**config.mk**
```make
export PLATFORM = sky130hd
export DESIGN_NAME = vscale_hasti_arbiter
export DESIGN_NICKNAME = d
export VERILOG_FILES = /design/src/rtl/vscale_hasti_arbiter_pkg.sv /design/src/rtl/vscale_hasti_rr_pick.sv /design/src/rtl/vscale_hasti_arbiter.sv
export SDC_FILE = /design/constraint.sdc
export NUM_CORES = 1
export LEC_CHECK = 0
export ABC_AREA = 1
export CAP_MARGIN = 40
export CORE_AREA = 2 2 130 132
export DETAILED_ROUTE_END_ITERATION = 8
export DIE_AREA = 0 0 132 134
export PLACE_DENSITY = 0.68
export SLEW_MARGIN = 25
export SYNTH_ARGS = -nofsm -noshare
export SYNTH_HDL_FRONTEND = slang
export SYNTH_SLANG_ARGS = --single-unit
```
**constraint.sdc**
```tcl
create_clock -name hclk -period 2.4 [get_ports hclk]
set_input_delay 0.24 -clock hclk [delete_from_list [all_inputs] [get_ports hclk]]
set_output_delay 0.24 -clock hclk [all_outputs]
set_load 0.01 [all_outputs]
```
**src/rtl/vscale_hasti_arbiter_pkg.sv**
```systemverilog
// Shared HASTI widths, transfer/response codes and data-phase owner encoding
// for the two-master arbiter slice.
package vscale_hasti_arbiter_pkg;

  localparam int ADDR_WIDTH  = 32;
  localparam int BUS_WIDTH   = 32;
  localparam int SIZE_WIDTH  = 3;
  localparam int BURST_WIDTH = 3;
  localparam int PROT_WIDTH  = 4;
  localparam int TRANS_WIDTH = 2;

  localparam logic [TRANS_WIDTH-1:0] HTRANS_IDLE   = 2'd0;
  localparam logic [TRANS_WIDTH-1:0] HTRANS_NONSEQ = 2'd2;

  localparam logic HRESP_OKAY = 1'b0;

  typedef enum logic [1:0] {
    HASTI_OWN_NONE = 2'd0,
    HASTI_OWN_M0   = 2'd1,
    HASTI_OWN_M1   = 2'd2
  } hasti_own_e;

  function automatic hasti_own_e own_of(input logic [1:0] gnt);
    case (gnt)
      2'b01:   own_of = HASTI_OWN_M0;
      2'b10:   own_of = HASTI_OWN_M1;
      default: own_of = HASTI_OWN_NONE;
    endcase
  endfunction

endpackage

```
**src/rtl/vscale_hasti_rr_pick.sv**
```systemverilog
// Two-way round-robin picker: a held (pending) request always wins, otherwise
// a tie goes to the master that was not granted last.
module vscale_hasti_rr_pick (
  input  logic [1:0] req_i,
  input  logic [1:0] pend_i,
  input  logic       last_i,
  output logic [1:0] gnt_o
);

  // Priority: pending master, then single requester, then alternate on tie
  always_comb begin
    gnt_o = 2'b00;
    if (pend_i[0]) begin
      gnt_o = 2'b01;
    end else if (pend_i[1]) begin
      gnt_o = 2'b10;
    end else begin
      case (req_i)
        2'b01:   gnt_o = 2'b01;
        2'b10:   gnt_o = 2'b10;
        2'b11:   gnt_o = last_i ? 2'b01 : 2'b10;
        default: gnt_o = 2'b00;
      endcase
    end
  end

endmodule

```
**src/rtl/vscale_hasti_arbiter.sv**
```systemverilog
// Two-master to one-slave HASTI arbiter with zero-latency forwarding, loser
// stalling and buffering of a loser's completed read data.
module vscale_hasti_arbiter
  import vscale_hasti_arbiter_pkg::*;
#(
  parameter logic FIRST_GRANT = 1'b0
) (
  input  logic                   hclk,
  input  logic                   hreset,
  input  logic [ADDR_WIDTH-1:0]  m0_haddr,
  input  logic                   m0_hwrite,
  input  logic [SIZE_WIDTH-1:0]  m0_hsize,
  input  logic [BURST_WIDTH-1:0] m0_hburst,
  input  logic                   m0_hmastlock,
  input  logic [PROT_WIDTH-1:0]  m0_hprot,
  input  logic [TRANS_WIDTH-1:0] m0_htrans,
  input  logic [BUS_WIDTH-1:0]   m0_hwdata,
  output logic [BUS_WIDTH-1:0]   m0_hrdata,
  output logic                   m0_hready,
  output logic                   m0_hresp,
  input  logic [ADDR_WIDTH-1:0]  m1_haddr,
  input  logic                   m1_hwrite,
  input  logic [SIZE_WIDTH-1:0]  m1_hsize,
  input  logic [BURST_WIDTH-1:0] m1_hburst,
  input  logic                   m1_hmastlock,
  input  logic [PROT_WIDTH-1:0]  m1_hprot,
  input  logic [TRANS_WIDTH-1:0] m1_htrans,
  input  logic [BUS_WIDTH-1:0]   m1_hwdata,
  output logic [BUS_WIDTH-1:0]   m1_hrdata,
  output logic                   m1_hready,
  output logic                   m1_hresp,
  output logic [ADDR_WIDTH-1:0]  s_haddr,
  output logic                   s_hwrite,
  output logic [SIZE_WIDTH-1:0]  s_hsize,
  output logic [BURST_WIDTH-1:0] s_hburst,
  output logic                   s_hmastlock,
  output logic [PROT_WIDTH-1:0]  s_hprot,
  output logic [TRANS_WIDTH-1:0] s_htrans,
  output logic [BUS_WIDTH-1:0]   s_hwdata,
  input  logic [BUS_WIDTH-1:0]   s_hrdata,
  input  logic                   s_hready,
  input  logic                   s_hresp
);

  logic [1:0]                pend_q, pend_d;
  logic                      last_q, last_d;
  hasti_own_e                d_own_q, d_own_d;
  logic                      d_write_q, d_write_d;
  logic [1:0][BUS_WIDTH-1:0] rbuf_q, rbuf_d;
  logic [1:0]                rbv_q, rbv_d;

  logic [1:0] req_s, pick_s, gnt_s, lose_s, hready_s, own_is_s;
  logic       any_gnt_s, sel_m1_s;

  assign req_s = {m1_htrans != HTRANS_IDLE, m0_htrans != HTRANS_IDLE};

  vscale_hasti_rr_pick u_pick (
    .req_i  (req_s),
    .pend_i (pend_q),
    .last_i (last_q),
    .gnt_o  (pick_s)
  );

  // Grants only exist while the slave can accept an address phase
  assign gnt_s     = (s_hready && !hreset) ? pick_s : 2'b00;
  assign lose_s    = req_s & ~gnt_s;
  assign any_gnt_s = |gnt_s;
  assign sel_m1_s  = gnt_s[1];
  assign own_is_s  = {d_own_q == HASTI_OWN_M1, d_own_q == HASTI_OWN_M0};
  assign hready_s  = {2{hreset}} | ({2{s_hready}} & ~lose_s);

  assign s_haddr     = sel_m1_s ? m1_haddr     : m0_haddr;
  assign s_hwrite    = sel_m1_s ? m1_hwrite    : m0_hwrite;
  assign s_hsize     = sel_m1_s ? m1_hsize     : m0_hsize;
  assign s_hburst    = sel_m1_s ? m1_hburst    : m0_hburst;
  assign s_hmastlock = sel_m1_s ? m1_hmastlock : m0_hmastlock;
  assign s_hprot     = sel_m1_s ? m1_hprot     : m0_hprot;
  assign s_htrans    = any_gnt_s ? HTRANS_NONSEQ : HTRANS_IDLE;
  assign s_hwdata    = own_is_s[1] ? m1_hwdata : m0_hwdata;

  assign m0_hready = hready_s[0];
  assign m1_hready = hready_s[1];
  assign m0_hresp  = own_is_s[0] ? s_hresp : HRESP_OKAY;
  assign m1_hresp  = own_is_s[1] ? s_hresp : HRESP_OKAY;
  assign m0_hrdata = own_is_s[0] ? s_hrdata : (rbv_q[0] ? rbuf_q[0] : {BUS_WIDTH{1'b0}});
  assign m1_hrdata = own_is_s[1] ? s_hrdata : (rbv_q[1] ? rbuf_q[1] : {BUS_WIDTH{1'b0}});

  // Next-state: everything advances only on a completed slave cycle
  always_comb begin
    pend_d    = pend_q;
    last_d    = last_q;
    d_own_d   = d_own_q;
    d_write_d = d_write_q;
    rbuf_d    = rbuf_q;
    rbv_d     = rbv_q;
    if (s_hready) begin
      pend_d    = lose_s;
      d_own_d   = own_of(gnt_s);
      d_write_d = any_gnt_s & (sel_m1_s ? m1_hwrite : m0_hwrite);
      if (any_gnt_s) begin
        last_d = sel_m1_s;
      end else begin
        last_d = last_q;
      end
      for (int n = 0; n < 2; n++) begin
        // Stalled master's read finished at the slave: keep it for later
        if (lose_s[n] && own_is_s[n] && !d_write_q) begin
          rbuf_d[n] = s_hrdata;
          rbv_d[n]  = 1'b1;
        end else if (hready_s[n] && rbv_q[n]) begin
          rbv_d[n] = 1'b0;
        end else begin
          rbv_d[n] = rbv_q[n];
        end
      end
    end else begin
      pend_d = pend_q;
    end
  end

  // State registers with asynchronous reset
  always_ff @(posedge hclk or posedge hreset) begin
    if (hreset) begin
      pend_q    <= 2'b00;
      last_q    <= ~FIRST_GRANT;
      d_own_q   <= HASTI_OWN_NONE;
      d_write_q <= 1'b0;
      rbuf_q    <= '0;
      rbv_q     <= 2'b00;
    end else begin
      pend_q    <= pend_d;
      last_q    <= last_d;
      d_own_q   <= d_own_d;
      d_write_q <= d_write_d;
      rbuf_q    <= rbuf_d;
      rbv_q     <= rbv_d;
    end
  end

endmodule
```
Yosys cells after proc, flatten, opt, wreduce, memory -nomap -nowiden. Cells that the tools add are included.

Bits in read-only memories: 0. Register bits: 72. Memories kept: 0. Output and inout port bits: 146. Memory bits (writable): 0. Bits in latches: 0.

Add/sub/neg operators: 0. Divide/modulo/power cells: 0. Multiply operators: 0. Multiplexer cells: 24. Eq/ne operators: 7. Shift-type cells: 0. Magnitude comparators: 0. Bitwise logic cells: 6. Reduce and logical (&&, ||, !) cells: 19.

Operators by type and width (count): 32-bit two-way mux (6); 2-bit two-way mux (5); 2-bit AND reduction (5); 2-bit == test (second input constant) (4); 1-bit two-way mux (8); 2-bit nonzero test (4); 1-bit logical AND (7); 2-bit by 1-bit == test with 1-bit output (second input constant) (3); 3-bit two-way mux (2); 2-bit one-hot mux with 3 select lines (1); 2-bit bitwise AND (2); 4-bit two-way mux (1); 2-bit inverter (2); 2-bit one-hot mux with 2 select lines (1); 1-bit zero test (2); 2-bit bitwise OR (1); 2-bit OR reduction (1); 1-bit bitwise AND (1).

Logic depth before layout (Yosys ltp). Gate-level depths: netlist of the first run.

Depth after elaboration: 14. Depth in mapped cells: 11. Depth with buffers taken out: 10.

By module. From an unflattened synthesis of the first run, not the netlist that was laid out.

Cell total of the unflattened synthesis: 633. Area, all modules: 4573.1 um2.

Modules (own cells, without submodules): vscale_hasti_arbiter (seq. area each 1803.0 um2, instances 1, area each 4529.3 um2, cells an instance 622); vscale_hasti_rr_pick (seq. area each 0.0 um2, instances 1, area each 43.8 um2, cells an instance 11).

Worst setup path before layout of the first run. OpenSTA, ideal clock, no wires.

Path type: input-to-output. From: input port hreset. To: output port m1_hready. Slack: -0.141 ns. Arrival time: 2.301 ns. Path buffers: 0. Cell stages on the path: 2. Cells stage by stage: inv_1 o21ai_0.

Cells in the longest elaborated chain, start to end: 8.

RTL lines: from (decl) (line vscale_hasti_arbiter.sv:9) `input logic hreset,`; 1-bit zero test (no line); 1-bit logical AND (line vscale_hasti_arbiter.sv:65) `assign gnt_s = (s_hready && !hreset) ? pick_s : 2'b00;`; 2-bit two-way mux (line vscale_hasti_arbiter.sv:65); 2-bit inverter (line vscale_hasti_arbiter.sv:66) `assign lose_s = req_s & ~gnt_s;`; 2-bit bitwise AND (line vscale_hasti_arbiter.sv:66); 2-bit inverter (line vscale_hasti_arbiter.sv:70) `assign hready_s = {2{hreset}} | ({2{s_hready}} & ~lose_s);`; 2-bit bitwise AND (line vscale_hasti_arbiter.sv:70); 2-bit bitwise OR * (line vscale_hasti_arbiter.sv:70); to (decl) (line vscale_hasti_arbiter.sv:30) `output logic m1_hready,`.

Every way passes the cells marked *; elsewhere a longest branch is shown, timed or not.

Worst setup path in the final report of the first run.
From: register d_own_q[0]. To: output port m1_hrdata[17].

Cells in the longest elaborated chain, start to end: 2.

RTL lines: from (decl) (line vscale_hasti_arbiter.sv:47) `hasti_own_e d_own_q, d_own_d;`; from (signal assigned) (line vscale_hasti_arbiter.sv:133) `d_own_q <= d_own_d;`; 2-bit == test (line vscale_hasti_arbiter.sv:69) `assign own_is_s = {d_own_q == HASTI_OWN_M1, d_own_q == HASTI_OWN_M0};`; 32-bit two-way mux (line vscale_hasti_arbiter.sv:86) `assign m1_hrdata = own_is_s[1] ? s_hrdata : (rbv_q[1] ? rbuf_q[1] : {BUS_WIDTH{1'b0}});`; to (decl) (line vscale_hasti_arbiter.sv:29) `output logic [BUS_WIDTH-1:0] m1_hrdata,`.

Every way passes these cells.

==> results of run 1 <==
## final timing paths
| path | from | end | slack, ns | cells past startpoint |
|---|---|---|---|---|
| setup reg to reg | last_q | rbuf_q[60] | 0.45 | 11 |
| hold reg to reg | rbuf_q[24] | rbuf_q[24] | 0.48 | 2 |
| setup / recovery | d_own_q[0] | m1_hrdata[17] | 0.08 | 5 |
| hold / removal | hreset | d_write_q | 0.47 | 4 |
| max in group asynchronous | hreset | rbuf_q[45] | 0.94 | 5 |
| min in group hclk | rbuf_q[24] | rbuf_q[24] | 0.48 | 2 |
## cells in the final DEF (no fill, tap or decap), types with 2 or more instances in the layout
| cell | n |
|---|---|
| sky130_fd_sc_hd__inv_2 | 4 |
| sky130_fd_sc_hd__clkbuf_16 | 9 |
| sky130_fd_sc_hd__buf_12 | 8 |
| sky130_fd_sc_hd__dlygate4sd2_1 | 40 |
| sky130_fd_sc_hd__nand3_4 | 2 |
| sky130_fd_sc_hd__dlymetal6s2s_1 | 18 |
| sky130_fd_sc_hd__buf_4 | 18 |
| sky130_fd_sc_hd__o21ai_2 | 35 |
| sky130_fd_sc_hd__clkdlybuf4s50_1 | 278 |
| sky130_fd_sc_hd__nand3_1 | 64 |
| sky130_fd_sc_hd__o21ai_1 | 35 |
| sky130_fd_sc_hd__dfrtp_1 | 71 |
| sky130_fd_sc_hd__nor2_2 | 5 |
| sky130_fd_sc_hd__inv_1 | 87 |
| sky130_fd_sc_hd__o21ai_0 | 109 |
| sky130_fd_sc_hd__nand2_1 | 210 |
| sky130_fd_sc_hd__nor2_1 | 3 |
| sky130_fd_sc_hd__nand2_2 | 10 |
| sky130_fd_sc_hd__clkinvlp_4 | 3 |
| sky130_fd_sc_hd__clkinv_4 | 2 |
## worst max-delay path, stage by stage (launching register included)
cell                              delay, ns
sky130_fd_sc_hd__dfrtp_1               0.43
sky130_fd_sc_hd__nor2_2                0.21
sky130_fd_sc_hd__inv_2                 0.09
sky130_fd_sc_hd__buf_12                0.18
sky130_fd_sc_hd__o21ai_0               0.23
sky130_fd_sc_hd__clkdlybuf4s50_1       0.57
## sequential cells by signal (all words and copies together) (netlist names)
signal     cells
d_own_q        2
d_write_q      1
last_q         1
pend_q         2
rbuf_q        64
rbv_q          2
## logic make-up after synthesis
family	after synthesis
compound gates	183
flops	72
other cells	1
simple gates	298
buf+inv	145
## cell type report
type	instances	area [um2]	area share
Multi-Input combinational cell	482	2360	0.270
Sequential cell	72	1800	0.206
Inverter	92	349	0.0399
Clock buffer	11	243	0.0277
Timing Repair Buffer	363	3690	0.421
Tap cell	220	275	0.0314
Clock inverter	5	41.3	0.00471
## stage by stage
stage          hold WS [ns]  total power, mW  instance area, um2
5_1_grt               0.493             5.66                8760
6_report              0.466             5.29                8760
4_1_cts               0.472             5.36                8700
2_1_floorplan         0.349             3.00                4820
3_5_place_dp          0.468             4.10                8420
3_3_place_gp          0.463             4.05                8420
## power by group
part           switching, mW  total (mW)  internal [mW]
sequential             0.271        1.97           1.70
combinational          0.954        2.06           1.10
clock                  0.525        1.26          0.735
total                   1.75        5.29           3.54
## what timing repair did
item,in CTS,in global routing
setup endpoints to repair,42,30
gates resized for setup,45,22
cloned,1,0
## metal layers
| metal | wire length, um | GRT usage |
|---|---|---|
| met5 | 0 | 0 |
| met4 | 210 | 0.0429 |
| met3 | 1490 | 0.0605 |
| met2 | 9390 | 0.369 |
| met1 | 7210 | 0.238 |
==> results.md, run 1 <==
| Stage | Item | This run |
|---|---|---|
| clock tree | Clock latency at the later pin of the worst-skew pair | 0.33 ns |
| clock tree | Worst-path clk slew | 0.06 ns |
| global routing | Via count of the first global-routing pass | 5361 |
| logic synthesis | Multiplexer area fraction after synthesis | 0 |
| sta | Accumulated negative setup slack | 0 ns |
| clock tree | Number of buffers added for setup after CTS | 0 |
| final layout | Number of non-filler instances in the completed layout | 1245 |
| hold path | Tightest Hold Check Type | in -> async |
| route | Antenna-violating nets left | 0 |
| floorplan | Width of the die | 132 um |
| setup path | Crit end category | output pin |
| logic synthesis | Count leader, synth | sky130_fd_sc_hd__nand2_1 |
| global routing | Wire length of the first global-routing pass | 28.6 mm |
| logic synthesis | Synth area leaders | sky130_fd_sc_hd__dfrtp_1 37%, sky130_fd_sc_hd__nand2_1 16%, sky130_fd_sc_hd__o21ai_0 12%, sky130_fd_sc_hd__inv_1 6.9%, sky130_fd_sc_hd__nand3_1 6.8% |
| global routing | Overall track demand over capacity in global routing | 0.204 |
| logic synthesis | Register bit count reported by yosys | 72 |
| floorplan | Starting Density | 0.295 |
| final layout | Filler instances | 1625 |
| clock tree | H-tree depth | 3 |
| route | Vias | 5611 |
| route | First DRT Iteration DRCs | 271 |
| floorplan | Rows | 47 |
| logic synthesis | Synth cell types | 27 |
| logic synthesis | Synth Area in XOR/XNOR | 0 |
| route | DRC violations left | 0 |
| clock tree | Clock root buffer | sky130_fd_sc_hd__clkbuf_16 |
| flow run | Max-cap violations | 0 |
| logic synthesis | Complex-gate fraction of the synthesized area | 0.220 |
| sta | RSZ-0062 raised after global routing | true |
| logic synthesis | Adder and majority gate portion of the synthesized area | 0 |
| sta | FMAX | 431 MHz |
| placed design | Worst setup slack before clock tree synthesis | -0.0622 ns |
| floorplan | Area of the die | 0.0177 mm2 |
| route | DRT Pass-1 Iters | 4 |
| setup path | Type of the worst setup path | reg -> out |
| placed design | Global placement routability congestion | 0.810 |
| power and ir drop | Leak Pwr | 4.33 nW |
| route | Routed WL per cell | 14.7 um |
| final layout | Post-Route Utilization | 0.538 |
| clock tree | CTS Buf Count | 9 |
| sta | Slew at the pin closest to its max-slew limit | 0.712 ns |
| placed design | Hpwl dp | 14.2 mm |
| logic synthesis | Net Count, Synth | 891 |
| logic synthesis | Largest family of logic cells by synthesized area | simple AND/OR/NAND/NOR gates |
| outcome | Outcome | completed |
| logic synthesis | Mean area per synthesized cell | 6.89 um2 |
| setup path | Required time at the worst-slack endpoint | 2.16 ns |
| logic synthesis | Prevailing post-synth register cell | sky130_fd_sc_hd__dfrtp_1 |
| sta | Worst clock skew | 0.00870 ns |
| final layout | Area delta synth->final | 82.0% |
| global routing | Number of antenna violations at the first check in global routing | 0 |
| power and ir drop | Power per standard cell area | 604 mW/mm2 |
| logic synthesis | Synth warn | 0 |
| sta | Number of endpoints with negative hold slack in the final report | 0 |
| placed design | Post-placement cell count | 1228 |
| placed design | I/O Buffers | 336 |
| clock tree | Clock tree from TritonCTS | built |
| logic synthesis | Synth Instances | 699 |
| sta | Count of endpoints failing setup in the final report | 0 |
| logic synthesis | Most numerous cell types in the synthesized netlist | 211 x sky130_fd_sc_hd__nand2_1, 112 x sky130_fd_sc_hd__o21ai_0, 88 x sky130_fd_sc_hd__inv_1, 71 x sky130_fd_sc_hd__dfrtp_1, 65 x sky130_fd_sc_hd__nand3_1 |
| final layout | Final antenna diode count | 0 |
| logic synthesis | Synth area leader | sky130_fd_sc_hd__dfrtp_1 |
| logic synthesis | Number of synthesized flops with an enable pin | 0 |
| floorplan | I/O pin count | 338 |
| setup path | Maximum fanout encountered on the critical timing path | 57 |
| logic synthesis | Post-synthesis instance area | 0.00481 mm2 |
| setup path | Data arrival time at the worst-slack endpoint | 2.08 ns |
| floorplan | Std-Cell Core Area | 0.0163 mm2 |
| final layout | Share of cells above drive strength 1 | 0.101 |
| clock tree | Clock sink count | 72 |
| global routing | Pin count of the biggest net entering global routing | 65 |
| logic synthesis | Yosys top cell area share | 0.369 |
| sta | Worst slew slack as a fraction of its limit | 0.526 |
| logic synthesis | Portion of the post-synthesis area used by sequential elements | 0.375 |
| sta | Minimum setup slack in the final design | 0.0816 ns |
| sta | Portion of the clock cycle consumed by the worst path in the final layout | 0.966 |
| route | Total wire length | 18.3 mm |
| logic synthesis | Simple logic cell fraction of the synthesized area | 0.265 |
| setup path | Startpoint kind of the worst setup timing path | flop |
| route | Vias per Instance | 4.51 |
| sta | Fin crit period | 2.32 ns |
| sta | Total count of max-transition violations in the final report | 0 |
| clock tree | Count of hold-fix buffers inserted at cts | 0 |
| logic synthesis | Share of async-settable or async-resettable flops after synthesis | 1.00 |
| floorplan | Die Height | 134 um |
| power and ir drop | Max VDD drop | 326 uV |
| final layout | Net count reported at finish | 1212 |
| global routing | Remaining global-route overflow | 0 |
| clock tree | Clock tree buffer depth | 2 |
Power figures use the tool's default switching activity.
==> run 2, diff against run 1 <==
--- a/config.mk
+++ b/config.mk
@@ -8,6 +8,7 @@
 export ABC_AREA = 1
 export CAP_MARGIN = 40
 export CORE_AREA = 2 2 130 132
+export CTS_CLUSTER_SIZE = 30
 export DETAILED_ROUTE_END_ITERATION = 8
 export DIE_AREA = 0 0 132 134
 export PLACE_DENSITY = 0.68
==> results of run 2 <==
Same layout as run 1: the final DEF is identical, and so are final timing and power.
